[config.mk]
export PLATFORM = sky130hd
export DESIGN_NAME = jtag_axi_master_ctrl
export DESIGN_NICKNAME = d
export VERILOG_FILES = /design/src/rtl/jtag_pkg.sv /design/src/rtl/jtag_axi_master_ctrl.sv
export SDC_FILE = /design/constraint.sdc
export NUM_CORES = 1
export LEC_CHECK = 0
export ABC_CLOCK_PERIOD_IN_PS = 3500
export CORE_ASPECT_RATIO = 0.7
export CORE_MARGIN = 2
export CORE_UTILIZATION = 42
export CTS_CLUSTER_DIAMETER = 80
export DETAILED_ROUTE_END_ITERATION = 8
export MAX_ROUTING_LAYER = met4
export PLACE_DENSITY = 0.86
export SLEW_MARGIN = 20
export SYNTH_ARGS = -nofsm -noshare
export SYNTH_HDL_FRONTEND = slang
export SYNTH_SLANG_ARGS = --single-unit
[constraint.sdc]
create_clock -name tck -period 3.5 [get_ports tck]
set_input_delay 1.05 -clock tck [delete_from_list [all_inputs] [get_ports tck]]
set_output_delay 1.05 -clock tck [all_outputs]
set_load 0.02 [all_outputs]
[src/rtl/jtag_pkg.sv]
// Shared types for the JTAG debug block: AXI master sequencer states and response codes.
package jtag_pkg;

    // Five-state sequencer: idle, write address+data, write response, read address, read data
    typedef enum logic [2:0] {
        ST_IDLE    = 3'd0,
        ST_WR      = 3'd1,
        ST_WR_RESP = 3'd2,
        ST_RD_ADDR = 3'd3,
        ST_RD_DATA = 3'd4
    } axi_ctrl_fsm_t;

    typedef enum logic [1:0] {
        RESP_OKAY   = 2'b00,
        RESP_EXOKAY = 2'b01,
        RESP_SLVERR = 2'b10,
        RESP_DECERR = 2'b11
    } axi_resp_t;

    // Reported when a transaction is aborted because the slave stopped answering
    localparam axi_resp_t TIMEOUT_RESP = RESP_SLVERR;

endpackage

[src/rtl/jtag_axi_master_ctrl.sv]
// Runs one AXI4-Lite transaction per start pulse from the JTAG data registers and
// keeps sticky status plus read data for capture back into the shift register.
module jtag_axi_master_ctrl
    import jtag_pkg::*;
#(
    parameter int ADDR_WIDTH     = 32,
    parameter int DATA_WIDTH     = 32,
    parameter int TIMEOUT_CYCLES = 1024
) (
    input  logic                    tck,
    input  logic                    trst,
    input  logic                    start_i,
    input  logic                    write_i,
    input  logic [ADDR_WIDTH-1:0]   addr_i,
    input  logic [DATA_WIDTH-1:0]   wdata_i,
    input  logic [DATA_WIDTH/8-1:0] wstrb_i,
    output logic                    busy_o,
    output logic                    done_o,
    output logic [1:0]              resp_o,
    output logic                    timeout_o,
    output logic                    overrun_o,
    output logic [DATA_WIDTH-1:0]   rdata_o,
    output logic [15:0]             txn_cnt_o,
    output logic [ADDR_WIDTH-1:0]   m_axi_awaddr,
    output logic [2:0]              m_axi_awprot,
    output logic                    m_axi_awvalid,
    input  logic                    m_axi_awready,
    output logic [DATA_WIDTH-1:0]   m_axi_wdata,
    output logic [DATA_WIDTH/8-1:0] m_axi_wstrb,
    output logic                    m_axi_wvalid,
    input  logic                    m_axi_wready,
    input  logic [1:0]              m_axi_bresp,
    input  logic                    m_axi_bvalid,
    output logic                    m_axi_bready,
    output logic [ADDR_WIDTH-1:0]   m_axi_araddr,
    output logic [2:0]              m_axi_arprot,
    output logic                    m_axi_arvalid,
    input  logic                    m_axi_arready,
    input  logic [DATA_WIDTH-1:0]   m_axi_rdata,
    input  logic [1:0]              m_axi_rresp,
    input  logic                    m_axi_rvalid,
    output logic                    m_axi_rready
);

    localparam logic [15:0] TMO_LIMIT = TIMEOUT_CYCLES[15:0];

    axi_ctrl_fsm_t state, state_nxt;

    logic [ADDR_WIDTH-1:0]   addr_q;
    logic [DATA_WIDTH-1:0]   wdata_q;
    logic [DATA_WIDTH/8-1:0] wstrb_q;
    logic                    aw_done, w_done;
    logic [15:0]             tcnt;
    logic [15:0]             tcnt_inc;
    logic                    accept, aw_hs, w_hs, complete, tmo_hit;

    // Channel outputs are pure decodes of the registered state, so a reset drops them at once
    assign busy_o        = (state != ST_IDLE);
    assign m_axi_awaddr  = addr_q;
    assign m_axi_araddr  = addr_q;
    assign m_axi_awprot  = 3'b000;
    assign m_axi_arprot  = 3'b000;
    assign m_axi_wdata   = wdata_q;
    assign m_axi_wstrb   = wstrb_q;
    assign m_axi_awvalid = (state == ST_WR) && !aw_done;
    assign m_axi_wvalid  = (state == ST_WR) && !w_done;
    assign m_axi_bready  = (state == ST_WR_RESP);
    assign m_axi_arvalid = (state == ST_RD_ADDR);
    assign m_axi_rready  = (state == ST_RD_DATA);

    // State register
    always_ff @(posedge tck) begin
        if (trst) state <= ST_IDLE;
        else      state <= state_nxt;
    end

    // Next-state decode; a timeout overrides any channel progress, but not a completion
    always_comb begin
        state_nxt = state;
        accept    = (state == ST_IDLE) && start_i;
        aw_hs     = m_axi_awvalid && m_axi_awready;
        w_hs      = m_axi_wvalid && m_axi_wready;
        complete  = ((state == ST_WR_RESP) && m_axi_bvalid) ||
                    ((state == ST_RD_DATA) && m_axi_rvalid);
        tcnt_inc  = tcnt + 16'd1;
        tmo_hit   = (TIMEOUT_CYCLES != 0) && (state != ST_IDLE) &&
                    (tcnt_inc == TMO_LIMIT) && !complete;
        case (state)
            ST_IDLE:    if (start_i) state_nxt = write_i ? ST_WR : ST_RD_ADDR;
            ST_WR:      if ((aw_done || aw_hs) && (w_done || w_hs)) state_nxt = ST_WR_RESP;
            ST_WR_RESP: if (m_axi_bvalid) state_nxt = ST_IDLE;
            ST_RD_ADDR: if (m_axi_arready) state_nxt = ST_RD_DATA;
            ST_RD_DATA: if (m_axi_rvalid) state_nxt = ST_IDLE;
            default:    state_nxt = ST_IDLE;
        endcase
        if (tmo_hit) state_nxt = ST_IDLE;
    end

    // Request latch, per-channel handshake tracking, timeout counter and sticky status
    always_ff @(posedge tck) begin
        if (trst) begin
            addr_q    <= '0;
            wdata_q   <= '0;
            wstrb_q   <= '0;
            aw_done   <= 1'b0;
            w_done    <= 1'b0;
            tcnt      <= '0;
            done_o    <= 1'b0;
            timeout_o <= 1'b0;
            overrun_o <= 1'b0;
            resp_o    <= 2'b00;
            rdata_o   <= '0;
            txn_cnt_o <= '0;
        end else if (accept) begin
            addr_q    <= addr_i;
            wdata_q   <= wdata_i;
            wstrb_q   <= wstrb_i;
            aw_done   <= 1'b0;
            w_done    <= 1'b0;
            tcnt      <= '0;
            done_o    <= 1'b0;
            timeout_o <= 1'b0;
            overrun_o <= 1'b0;
            resp_o    <= 2'b00;
        end else if (state != ST_IDLE) begin
            tcnt <= tcnt_inc;
            if (start_i) overrun_o <= 1'b1;
            if (aw_hs)   aw_done   <= 1'b1;
            if (w_hs)    w_done    <= 1'b1;
            if (complete) begin
                done_o    <= 1'b1;
                txn_cnt_o <= txn_cnt_o + 16'd1;
                if (state == ST_RD_DATA) begin
                    resp_o  <= m_axi_rresp;
                    rdata_o <= m_axi_rdata;
                end else begin
                    resp_o  <= m_axi_bresp;
                end
            end else if (tmo_hit) begin
                done_o    <= 1'b1;
                timeout_o <= 1'b1;
                resp_o    <= TIMEOUT_RESP;
                txn_cnt_o <= txn_cnt_o + 16'd1;
            end
        end
    end

endmodule

==> flow_metrics.env <==
export IMPL_status="finished, final reports clean"
export IMPL_p_per_area_nw_per_um2=474
export IMPL_cp_required_ps=2450
export IMPL_totalWireLength_mm=17.6
export IMPL_cts_resized=0
export IMPL_met3_length_mm=1.28
export IMPL_finalHoldViolations=0
export IMPL_grt_max_degree=69
export IMPL_fin_ws_ps=475
export IMPL_core_area_um2=13900
export IMPL_drt_met1_wl_mm=7.62
export IMPL_crit_fanout=8
export IMPL_rsz0062_at_grt="no"
export IMPL_timing_setup_critical_path_class="reg2out"
export IMPL_yosysWarnings=0
export IMPL_cp_arrival_ps=1980
export IMPL_irDropWorstVdd_mv=0.349
export IMPL_power_mw=4.33
export IMPL_start_util=0.430
export IMPL_die_h_um=104
export IMPL_endpoint_kind="primary output"
export IMPL_fmax_mhz=331
export IMPL_drv_cap=0
export IMPL_finClkSkew_ps=13.1
export IMPL_setup_viol=0
export IMPL_slew_headroom=0.607
export IMPL_synthCells=756
export IMPL_nets=1088
export IMPL_cp_start_kind="register"
export IMPL_first_global_vias=5544
export IMPL_netlist_area_um2=5990
export IMPL_antenna_found_initial=0
export IMPL_synth_cell_type_count=57
export IMPL_ys_seq_elements=142
export IMPL_dp_slack_ps=564
export IMPL_nFillCells=1129
export IMPL_ioPinCount=278
export IMPL_tightest_slew_ps=590
export IMPL_dieWidth_um=147
export IMPL_die_area_um2=15200
export IMPL_post_route_min_period_ps=3030
export IMPL_globalplace_congestion=0.840
export IMPL_cts_setup_buffers=0
export IMPL_synth_edf_count=0
export IMPL_remaining_drc_errors=0
export IMPL_grt_ovfl_total=0
export IMPL_post_synth_cell_area_avg_um2=7.92
export IMPL_hold_path_class="reg2reg"
export IMPL_seq_area_frac_synth=0.475
export IMPL_drt_iter0_drc=410
export IMPL_vias_per_cell=5.07
export IMPL_synth_main_ff_cell="dfxtp_1"
export IMPL_place_hpwl_mm=12.5
export IMPL_finalCritPeriodShare=0.864
export IMPL_io_buffers=271
export IMPL_drv_slew=0
export IMPL_first_pass_iters=5
export IMPL_ctsLongestPathBuffers=2
export IMPL_async_reset_ff_frac=0
export IMPL_finalNonFillerCells=1174
export IMPL_clock_sinks=142
export IMPL_clock_latency_ps=400
export IMPL_tns_ps=0
export IMPL_leakage_nw=3.22
export IMPL_grt_pass1_wl_mm=28.0
export IMPL_htree_levels=4
export IMPL_final_antenna_net_count=0
export IMPL_drive_above_1_share=0.0579
export IMPL_num_vias=5949
export IMPL_antennaDiodeCount=0
export IMPL_hold_buffers=0
export IMPL_syn_to_final_growth_pct=52.4
export IMPL_cts_root_buf="clkbuf_16"
export IMPL_wl_per_cell_um=15.0
export IMPL_path_clk_slew_ps=60
export IMPL_dr_max_layer_used="met4"
export IMPL_placedCellCount=1143
export IMPL_utilization=0.656
export IMPL_cts_buffers_inserted=17
export IMPL_cts_tree="done"
export IMPL_wl_met2_mm=8.51
export IMPL_grt_total_usage=0.233
export IMPL_rows=36
-- cell families (layout without fill, tap and decap cells) --
| family | count (synthesis) | after routing | synth area share |
|---|---|---|---|
| xor+xnor | 19 | 19 | 0.0278 |
| fa+ha+maj | 3 | 3 | 0.00627 |
| simple gates | 334 | 334 | 0.249 |
| flops | 142 | 142 | 0.475 |
| buf+inv | 94 | 317 | 0.0886 |
| mux | 2 | 2 | 0.00355 |
| other cells | 1 | 6 | 0.000626 |
| compound gates | 161 | 161 | 0.150 |
-- through the flow --
step	hold slack, ps	area [µm²]
floorplan	454	6010
detailed placement	446	8540
finish	452	9130
global placement	441	8540
global route	473	9130
CTS	454	9130
-- critical path: stages (launching register included) --
cell	delay, ps
dfxtp_1	480
nor3b_1	390
clkdlybuf4s50_1	700
-- cell usage after synthesis (all sizes together), types with 5 or more instances --
| library cell | n | area share |
|---|---|---|
| a21oi | 124 | 0.10 |
| and4 | 8 | 0.012 |
| buf | 53 | 0.063 |
| clkbuf | 36 | 0.023 |
| dfxtp | 142 | 0.47 |
| inv | 5 | 0.0031 |
| nand2 | 230 | 0.14 |
| nand3 | 9 | 0.0075 |
| nand4 | 8 | 0.010 |
| nand4b | 5 | 0.0073 |
| nor2 | 35 | 0.022 |
| nor3 | 8 | 0.0067 |
| o21ai | 13 | 0.011 |
| or3 | 7 | 0.0073 |
| xnor2 | 12 | 0.018 |
| xor2 | 7 | 0.010 |
-- final timing paths --
check / startpoint / end / slack (ps) / cells past startpoint
worst min register to register: rdata_o[15] / rdata_o[15] / 450 / 2
worst max-delay path: state[1] / m_axi_bready / 470 / 2
worst max register to register: tcnt[0] / txn_cnt_o[3] / 630 / 9
worst min-delay path: rdata_o[15] / rdata_o[15] / 450 / 2
-- per-layer routing --
metal / up-vias / track usage
li1: 2922 / -
met1: 2767 / 0.290
met2: 242 / 0.376
met3: 18 / 0.0706
met4: 0 / 0.0492
met5: - / -
-- flip-flops by register name, summed over array words and instances, names as in the netlist, 2 cells and up --
signal / flops
txn_cnt_o: 16
tcnt: 16
rdata_o: 32
m_axi_araddr: 32
m_axi_wstrb: 4
state: 3
resp_o: 2
m_axi_wdata: 32
-- cell usage in the layout, fill, tap and decap left out, drive strengths merged, types with 7 or more instances in the layout --
cell type,count
nand3,9
xor2,7
buf,11
and4,8
o21ai,13
xnor2,12
clkdlybuf4s50,270
nor2,35
or3,7
nand4,8
dfxtp,142
a21oi,124
nand2,230
clkbuf,18
inv,8
nor3,8
-- final cells by class --
cell class | count | area, µm² | share of cell area
repair buffers | 281 | 2800 | 0.306
well taps | 190 | 238 | 0.0260
flip-flops and latches | 142 | 2840 | 0.311
inverters | 5 | 18.8 | 0.00206
clock buffers | 18 | 429 | 0.0470
multi-input cells | 525 | 2640 | 0.289
clock inverters | 13 | 164 | 0.0179
-- where the power goes --
part	internal, mW	switching [mW]
Combinational	0.362	0.394
Sequential	1.69	0.0582
Clock	1.12	0.701
(Power assumes the default switching activity.)
